`config.mk`:
```
export PLATFORM = sky130hd
export DESIGN_NAME = sb_incr_initiator
export DESIGN_NICKNAME = d
export VERILOG_FILES = /design/src/rtl/sb_incr_initiator.sv
export SDC_FILE = /design/constraint.sdc
export NUM_CORES = 1
export LEC_CHECK = 0
export CAP_MARGIN = 20
export CORE_AREA = 2 2 246 248
export DETAILED_ROUTE_END_ITERATION = 8
export DIE_AREA = 0 0 248 250
export PLACE_DENSITY = 0.49
export SLEW_MARGIN = 5
export SYNTH_ARGS = -nofsm -noshare
export SYNTH_HDL_FRONTEND = slang
export SYNTH_SLANG_ARGS = --single-unit
```
`constraint.sdc`:
```
create_clock -name clk -period 11.74 [get_ports clk]
set_input_delay 2.348 -clock clk [delete_from_list [all_inputs] [get_ports clk]]
set_output_delay 2.348 -clock clk [all_outputs]
set_load 0.01 [all_outputs]
```
`src/rtl/sb_incr_initiator.sv`:
```
// sb_incr_initiator: switchboard-style request/check initiator for a
// byte-incrementing responder. Sends NPKT single-flit packets whose byte i
// is (n + i) mod 256 and checks each response byte equals the sent byte + 1,
// with dest and last passed through unchanged.
//
// Handshake: a transfer happens on a rising clk edge where valid && ready.
// The initiator never retracts tx_valid or changes tx_data while waiting
// for tx_ready, and it only accepts responses while packets are outstanding.
//
// Optional build macro SB_INITIATOR_TIMEOUT_EN adds a watchdog that ends the
// run with timeout=1 when the responder stays silent for TIMEOUT cycles while
// packets are outstanding. Without it timeout is tied low.
module sb_incr_initiator #(
  parameter int          DW      = 256,
  parameter logic [31:0] DEST    = 32'h0,
  parameter int          NPKT    = 16,
  parameter int          MAX_OUT = 4,
  parameter int          TIMEOUT = 1024
) (
  input  logic          clk,
  input  logic          rst,
  input  logic          start,
  output logic [DW-1:0] tx_data,
  output logic [31:0]   tx_dest,
  output logic          tx_last,
  output logic          tx_valid,
  input  logic          tx_ready,
  input  logic [DW-1:0] rx_data,
  input  logic [31:0]   rx_dest,
  input  logic          rx_last,
  input  logic          rx_valid,
  output logic          rx_ready,
  output logic          busy,
  output logic          done,
  output logic          pass,
  output logic          timeout,
  output logic [15:0]   sent_count,
  output logic [15:0]   recv_count,
  output logic [15:0]   err_count
);

  localparam int NB = DW / 8;

  typedef enum logic [1:0] {
    S_IDLE = 2'd0,
    S_RUN  = 2'd1,
    S_DONE = 2'd2
  } state_e;

  state_e      state_q, state_d;
  logic [15:0] sent_q, sent_d;
  logic [15:0] recv_q, recv_d;
  logic [15:0] err_q, err_d;
  logic [7:0]  out_q, out_d;
  logic        tx_hs, rx_hs, rx_bad;
  logic [DW-1:0] tx_pattern;

`ifdef SB_INITIATOR_TIMEOUT_EN
  logic [31:0] idle_q, idle_d;
  logic        timeout_q, timeout_d;
`endif

  // Request payload: byte i of packet n is n + i, wrapping in 8 bits.
  always_comb begin
    tx_pattern = '0;
    for (int i = 0; i < NB; i++) begin
      tx_pattern[i*8 +: 8] = sent_q[7:0] + 8'(i);
    end
  end

  // Response check for packet recv_q: every byte must be sent byte + 1.
  always_comb begin
    rx_bad = (rx_dest != DEST) || !rx_last;
    for (int i = 0; i < NB; i++) begin
      if (rx_data[i*8 +: 8] != (recv_q[7:0] + 8'(i) + 8'd1)) begin
        rx_bad = 1'b1;
      end
    end
  end

  assign tx_valid = (state_q == S_RUN) && (sent_q < 16'(NPKT)) && (out_q < 8'(MAX_OUT));
  assign rx_ready = (state_q == S_RUN) && (out_q != 8'd0);
  assign tx_data  = tx_pattern;
  assign tx_dest  = DEST;
  assign tx_last  = 1'b1;
  assign tx_hs    = tx_valid && tx_ready;
  assign rx_hs    = rx_valid && rx_ready;

  // Next-state, counters, outstanding tracking and optional watchdog.
  always_comb begin
    state_d = state_q;
    sent_d  = sent_q;
    recv_d  = recv_q;
    err_d   = err_q;
    out_d   = out_q;
`ifdef SB_INITIATOR_TIMEOUT_EN
    idle_d    = idle_q;
    timeout_d = timeout_q;
`endif
    case (state_q)
      S_IDLE, S_DONE: begin
        if (start) begin
          state_d = S_RUN;
          sent_d  = '0;
          recv_d  = '0;
          err_d   = '0;
          out_d   = '0;
`ifdef SB_INITIATOR_TIMEOUT_EN
          idle_d    = '0;
          timeout_d = 1'b0;
`endif
        end
      end
      S_RUN: begin
        if (tx_hs) sent_d = sent_q + 16'd1;
        if (rx_hs) begin
          recv_d = recv_q + 16'd1;
          if (rx_bad && (err_q != 16'hFFFF)) err_d = err_q + 16'd1;
        end
        case ({tx_hs, rx_hs})
          2'b10:   out_d = out_q + 8'd1;
          2'b01:   out_d = out_q - 8'd1;
          default: out_d = out_q;
        endcase
        if (rx_hs && (recv_q == 16'(NPKT - 1))) state_d = S_DONE;
`ifdef SB_INITIATOR_TIMEOUT_EN
        // Silence is only counted while something is owed to us.
        if (rx_hs || (out_q == 8'd0)) begin
          idle_d = '0;
        end else begin
          idle_d = idle_q + 32'd1;
          if (idle_d == 32'(TIMEOUT)) begin
            state_d   = S_DONE;
            timeout_d = 1'b1;
          end
        end
`endif
      end
      default: state_d = S_IDLE;
    endcase
  end

  // State register with synchronous reset.
  always_ff @(posedge clk) begin
    if (rst) begin
      state_q <= S_IDLE;
      sent_q  <= '0;
      recv_q  <= '0;
      err_q   <= '0;
      out_q   <= '0;
`ifdef SB_INITIATOR_TIMEOUT_EN
      idle_q    <= '0;
      timeout_q <= 1'b0;
`endif
    end else begin
      state_q <= state_d;
      sent_q  <= sent_d;
      recv_q  <= recv_d;
      err_q   <= err_d;
      out_q   <= out_d;
`ifdef SB_INITIATOR_TIMEOUT_EN
      idle_q    <= idle_d;
      timeout_q <= timeout_d;
`endif
    end
  end

`ifdef SB_INITIATOR_TIMEOUT_EN
  assign timeout = timeout_q;
`else
  logic unused_timeout_param;
  assign unused_timeout_param = ^32'(TIMEOUT);
  assign timeout = 1'b0;
`endif

  assign busy       = (state_q == S_RUN);
  assign done       = (state_q == S_DONE);
  assign pass       = done && (err_q == 16'd0) && !timeout;
  assign sent_count = sent_q;
  assign recv_count = recv_q;
  assign err_count  = err_q;

endmodule

```
==> impl_metrics.env, run 1 <==
export IMPL_syn_inst=1861
export IMPL_gp_congestion=0.9670
export IMPL_worstSetupPathType="reg2out"
export IMPL_cp_required_ns=9.39
export IMPL_maxCapViolations=0
export IMPL_ys_warn_count=0
export IMPL_layout_drive_gt1_share=0.03838
export IMPL_worst_path_max_fanout=18
export IMPL_final_common_cell="clkdlybuf4s50_1"
export IMPL_relSlewSlack=0.2428
export IMPL_clock_skew_ns=0.008472
export IMPL_postRouteAntennaNets=0
export IMPL_cp_common_cell="inv_1"
export IMPL_setup_violations=0
export IMPL_initial_core_util=0.2148
export IMPL_grt_max_degree=57
export IMPL_regToRegEndpoint="err_count[9]$_SDFFE_PP0P_"
export IMPL_num_rows=90
export IMPL_clkTransAtPathRegs_ns=0.05
export IMPL_total_power_uw=793.4
export IMPL_final_net_count=2633
export IMPL_drt_iter0_drc=950
export IMPL_min_path_cells=2
export IMPL_clk_latency_ns=0.34
export IMPL_critPathMaxStageDelay_ns=0.81
export IMPL_synthTopCellsByArea="xnor2_1 14%, dfxtp_1 9.1%, buf_4 8.7%, xor2_1 5.2%, ha_1 4.9%"
export IMPL_rr_worst_depth=13
export IMPL_yosys_cell_types_count=86
export IMPL_pwr_share_seq=0.252
export IMPL_critPathLaunch="sent_count[2]$_SDFFE_PP0P_"
export IMPL_synth_seq_cells=58
export IMPL_antenna_found_initial=12
export IMPL_synth_avg_cell_area_um2=6.876
export IMPL_route_detailed_drc=0
export IMPL_synth_seq_area_share=0.09074
export IMPL_yosysTopAreaCell="xnor2_1"
export IMPL_tns_ns=0
export IMPL_crit_path_cell_trace="buf_4 > inv_1 > ha_1 > a21oi_1 > xnor2_1 > inv_1 > clkdlybuf4s50_1"
export IMPL_critPathSlowestCell="xnor2_1"
export IMPL_grt_pass1_wl_mm=112.8
export IMPL_layout_common_cells="602 x clkdlybuf4s50_1, 198 x xnor2_1, 160 x nand2_1"
export IMPL_cts_made_buffers=9
export IMPL_areaGrowthSynthToFinish_pct=47.97
export IMPL_grt_usage=0.2499
export IMPL_pwr_share_comb=0.389
export IMPL_arrival_ns=3.57
export IMPL_p_sw_frac=0.3168
export IMPL_die_h_um=250
export IMPL_viasPerCell=5.084
export IMPL_synth_top_area_frac=0.1355
export IMPL_status="completed"
export IMPL_hold_start="out_q[7]$_SDFFE_PP0P_"
export IMPL_power_density_mw_per_mm2=41.90
export IMPL_post_dp_cell_area_mm2=0.01859
export IMPL_final_hold_violation_count=0
export IMPL_cp_start_kind="flop"
export IMPL_worstHoldPathType="reg2reg"
export IMPL_fmax_ghz=0.1689
export IMPL_timing_rr_start="recv_count[4]$_SDFFE_PP0P_"
export IMPL_dp_hpwl_mm=67.66
export IMPL_slew_violations=0
export IMPL_io_pins=637
export IMPL_dr_pass1_iters=5
export IMPL_htreeDepth=3
export IMPL_postCtsSetupRepairBufs=0
export IMPL_clockPowerShare=0.360
export IMPL_final_cell_area_mm2=0.01893
export IMPL_cts_buffer_depth=2
export IMPL_overflow=0
export IMPL_cts_resized_gates=0
export IMPL_finalCriticalPeriod_ns=5.921
export IMPL_synthFlopType="dfxtp_1"
export IMPL_die_x_um=248
export IMPL_peakVddDrop_mv=0.06780
export IMPL_io_buffers=602
export IMPL_cts_hold_buf=0
export IMPL_synth_edff_count=0
export IMPL_synth_area_mm2=0.01280
export IMPL_fin_crit_sh=0.5044
export IMPL_fillers=6485
export IMPL_design_die_area_mm2=0.06200
export IMPL_wire_per_inst_um=26.20
export IMPL_p_leak_nw=6.856
export IMPL_grt_pass1_vias=15360
export IMPL_switchingPower_uw=251.4
export IMPL_rsz0062_at_grt="no"
export IMPL_rrSetupSlack_ns=6.43
export IMPL_cts_tree="done"
export IMPL_wl_mm=80.68
export IMPL_worst_pin_slew_ns=1.125
export IMPL_cts_sinks=58
export IMPL_async_flop_share=0
export IMPL_crit_path_end_kind="output pin"
export IMPL_core_area_mm2=0.05957
export IMPL_vias=15660
export IMPL_worstSetupEndpoint="tx_data[235]"
export IMPL_internal_power_uw=542.0
export IMPL_cts_root_buf="clkbuf_16"
-- cell families (layout without fill, tap and decap cells) --
kind of cell	after synthesis	count (layout)	synth area share
XOR/XNOR	278	278	0.1946
flip-flops	58	58	0.09074
AO/OA/AOI/OAI	379	379	0.1885
AND/OR/NAND/NOR	741	741	0.3093
buffers and inverters	325	725	0.1437
adder cells (fa/ha/maj)	51	51	0.05045
multiplexers	27	27	0.02210
other	2	38	0.0005869
-- routing by layer --
| layer | vias to the layer above | GRT usage | routed length (um) |
|---|---|---|---|
| met3 | 132 | 0.04775 | 5322 |
| met2 | 720 | 0.4695 | 41750 |
| met5 | - | 0 | 80 |
| met1 | 7508 | 0.2643 | 29430 |
| met4 | 14 | 0.1153 | 4097 |
| li1 | 7281 | - | - |
-- area by class of cell --
cell class	count	area (um^2)	area share
clock inverter	7	93.84	0.004956
antenna	4	10.01	0.0005286
sequential	58	1169	0.06172
timing repair buffer	629	6238	0.3295
inverter	80	300.3	0.01586
tap	782	978.4	0.05168
clock buffer	9	225.2	0.01189
multi-input combinational	1510	9920	0.5239
-- worst min-delay path by stage --
stage	endpoint
2_1_floorplan	out_q[7]$_SDFFE_PP0P_
3_3_place_gp	out_q[7]$_SDFFE_PP0P_
3_5_place_dp	out_q[7]$_SDFFE_PP0P_
4_1_cts	out_q[7]$_SDFFE_PP0P_
5_1_grt	out_q[7]$_SDFFE_PP0P_
6_report	out_q[7]$_SDFFE_PP0P_
-- worst max-delay path, delay by kind of cell (launching register included) --
kind / cells / cell delay, ns
XOR/XNOR: 1 / 0.81
adder cells (fa/ha/maj): 1 / 0.28
flip-flops: 1 / 0.32
buffers and inverters: 4 / 1.70
AO/OA/AOI/OAI: 1 / 0.10
-- synth_stat cells, types with 27 or more instances --
library cell and number:
xnor2_1 198, ha_1 50, nor3_1 49, inv_1 73
a31oi_1 28, buf_4 148, buf_2 33, o21ai_0 68
a21oi_1 122, nand4_1 53, dfxtp_1 58, nor2_1 143
and3_1 30, nor4_1 42, nand2b_1 27, clkbuf_1 39
nand2_1 160, nand3_1 69, xor2_1 76, nor2b_1 29
-- power groups by stage --
| stage | combinational [mW] | clock [mW] | sequential [mW] |
|---|---|---|---|
| final | 0.308 | 0.285 | 0.200 |
| after global routing | 0.326 | 0.299 | 0.200 |
| after CTS | 0.309 | 0.291 | 0.200 |
| after detailed placement | 0.307 | 0 | 0.204 |
| after global placement | 0.306 | 0 | 0.204 |
| after floorplan | 0.126 | 0 | 0.205 |
-- flip-flops by register name, summed over array words and instances (netlist names) --
name	flops
err_count	16
recv_count	16
sent_count	16
out_q	8
state_q	2
-- stage by stage --
step | cells | hold slack (ns) | utilization | setup slack, ns
floorplan | 1893 | 0.4521 | - | 7.017
global placement | 3057 | 0.4630 | 0.3119 | 5.575
detailed placement | 3058 | 0.4815 | 0.3121 | 5.536
CTS | 3074 | 0.4892 | 0.3174 | 5.768
global route | 3077 | 0.5218 | 0.3178 | 5.642
finish | 3079 | 0.4845 | 0.3179 | 5.819
No activity file was read; power rests on OpenSTA's default activity.
==> run 2, diff against run 1 <==
==> constraint.sdc (replaced) <==
create_clock -name clk -period 5.9 [get_ports clk]
set_input_delay 1.18 -clock clk [delete_from_list [all_inputs] [get_ports clk]]
set_output_delay 1.18 -clock clk [all_outputs]
set_load 0.01 [all_outputs]
==> impl_metrics.env, run 2 (synthesis results as in run 1) <==
export IMPL_postRouteAntennaNets=0
export IMPL_cts_hold_buf=0
export IMPL_fillers=6398
export IMPL_clk_latency_ns=0.33
export IMPL_design_die_area_mm2=0.06200
export IMPL_io_pins=637
export IMPL_utilization=0.3206
export IMPL_crit_path_end_kind="flop"
export IMPL_grt_pass1_vias=15450
export IMPL_viasPerCell=5.083
export IMPL_final_hold_violation_count=0
export IMPL_htreeDepth=3
export IMPL_gp_congestion=0.9958
export IMPL_grt_max_degree=38
export IMPL_path_buf_inv=3
export IMPL_final_common_cell="clkdlybuf4s50_1"
export IMPL_cts_root_buf="clkbuf_16"
export IMPL_multiInputGateArea_mm2=0.009917
export IMPL_rsz0062_at_grt="no"
export IMPL_io_buffers=602
export IMPL_layout_drive_gt1_share=0.04708
export IMPL_areaGrowthSynthToFinish_pct=49.27
export IMPL_cts_resized_gates=0
export IMPL_arrival_ns=5.03
export IMPL_setup_violations=0
export IMPL_cts_tree="done"
export IMPL_worst_path_max_fanout=14
export IMPL_regArea_mm2=0.001169
export IMPL_die_x_um=248
export IMPL_maxCapViolations=0
export IMPL_slew_violations=0
export IMPL_overflow=0
export IMPL_cts_sinks=58
export IMPL_wl_mm=80.54
export IMPL_critPathSlowestCell="dfxtp_1"
export IMPL_power_density_mw_per_mm2=82.67
export IMPL_critPathMaxStageDelay_ns=0.63
export IMPL_vias=15770
export IMPL_cp_required_ns=6.11
export IMPL_layout_common_cells="602 x clkdlybuf4s50_1, 198 x xnor2_1, 160 x nand2_1"
export IMPL_peakVddDrop_mv=0.1137
export IMPL_worstSetupPathType="reg2reg"
export IMPL_relSlewSlack=0.2330
export IMPL_worstHoldPathType="reg2reg"
export IMPL_initial_core_util=0.2148
export IMPL_p_leak_nw=6.976
export IMPL_grt_pass1_wl_mm=112.0
export IMPL_final_net_count=2656
export IMPL_num_rows=90
export IMPL_cp_start_kind="flop"
export IMPL_postCtsSetupRepairBufs=0
export IMPL_tns_ns=0
export IMPL_drt_iter0_drc=989
export IMPL_crit_cells=13
export IMPL_finalCriticalPeriod_ns=4.818
export IMPL_placed_cells=3081
export IMPL_die_h_um=250
export IMPL_crit_path_cell_trace="inv_2 > ha_1 > nand2b_1 > a21boi_0 > a221oi_1 > buf_4 > a2111oi_0 > nand4b_1 > nor4_1 > buf_4 > and3_1 > or4_1 > a21oi_2"
export IMPL_clkTransAtPathRegs_ns=0.06
export IMPL_core_area_mm2=0.05957
export IMPL_cts_made_buffers=9
export IMPL_grt_usage=0.2483
export IMPL_min_path_cells=2
export IMPL_dp_hpwl_mm=68.91
export IMPL_worst_pin_slew_ns=1.135
export IMPL_rr_worst_depth=13
export IMPL_wire_per_inst_um=25.96
export IMPL_status="completed"
export IMPL_fin_crit_sh=0.8165
export IMPL_whs_ns=0.4883
export IMPL_clock_skew_ns=0.006023
export IMPL_dr_pass1_iters=7
export IMPL_antenna_found_initial=9
export IMPL_fmax_ghz=0.2076
export IMPL_cts_buffer_depth=2
export IMPL_cp_common_cell="buf_4"
export IMPL_route_detailed_drc=0
export IMPL_final_cell_count_no_fill=3102
export IMPL_path_delay_family="simple AND/OR/NAND/NOR gates"
-- run 2: worst register-to-register path, delay by kind of cell (launching register included) --
family                     cells  cell delay, ns
AOI/OAI and AO/OA              4            1.28
adders and majority gates      1            0.52
buffers and inverters          3            0.65
DFF                            1            0.63
and+or+nand+nor                5            1.62
-- run 2: worst paths after layout --
check	slack, ns	end	from
worst min-delay path	0.49	out_q[7]$_SDFFE_PP0P_	out_q[7]$_SDFFE_PP0P_
worst max register to register	1.08	err_count[11]$_SDFFE_PP0P_	recv_count[0]$_SDFFE_PP0P_
worst max-delay path	1.08	err_count[11]$_SDFFE_PP0P_	recv_count[0]$_SDFFE_PP0P_
worst min register to register	0.49	out_q[7]$_SDFFE_PP0P_	out_q[7]$_SDFFE_PP0P_
-- run 2: per-layer routing --
layer	track usage	part of all wire
met5	0	0.00056
met1	0.2638	0.36
met3	0.05366	0.073
met2	0.4562	0.51
met4	0.1235	0.055
-- run 2: layout make-up --
type | instances | area share
flip-flops and latches | 58 | 0.06118
clock inverters | 6 | 0.004323
diodes | 5 | 0.0006551
inverters | 80 | 0.01572
clock buffers | 9 | 0.01179
multi-input cells | 1510 | 0.5192
repair buffers | 652 | 0.3359
well taps | 782 | 0.05122
-- run 2: metrics by stage --
step,total power [mW],worst slack [ns],area [um^2]
floorplan,0.6587,1.787,12920
global placement,1.022,1.002,18750
detailed placement,1.025,1.039,18770
CTS,1.592,1.192,19070
global route,1.644,0.9218,19090
finish,1.579,1.082,19100
-- run 2: where the power goes --
part	internal [mW]	total [mW]	switching, mW
clock network	0.365	0.561	0.196
registers	0.395	0.398	0.00313
logic	0.319	0.620	0.301
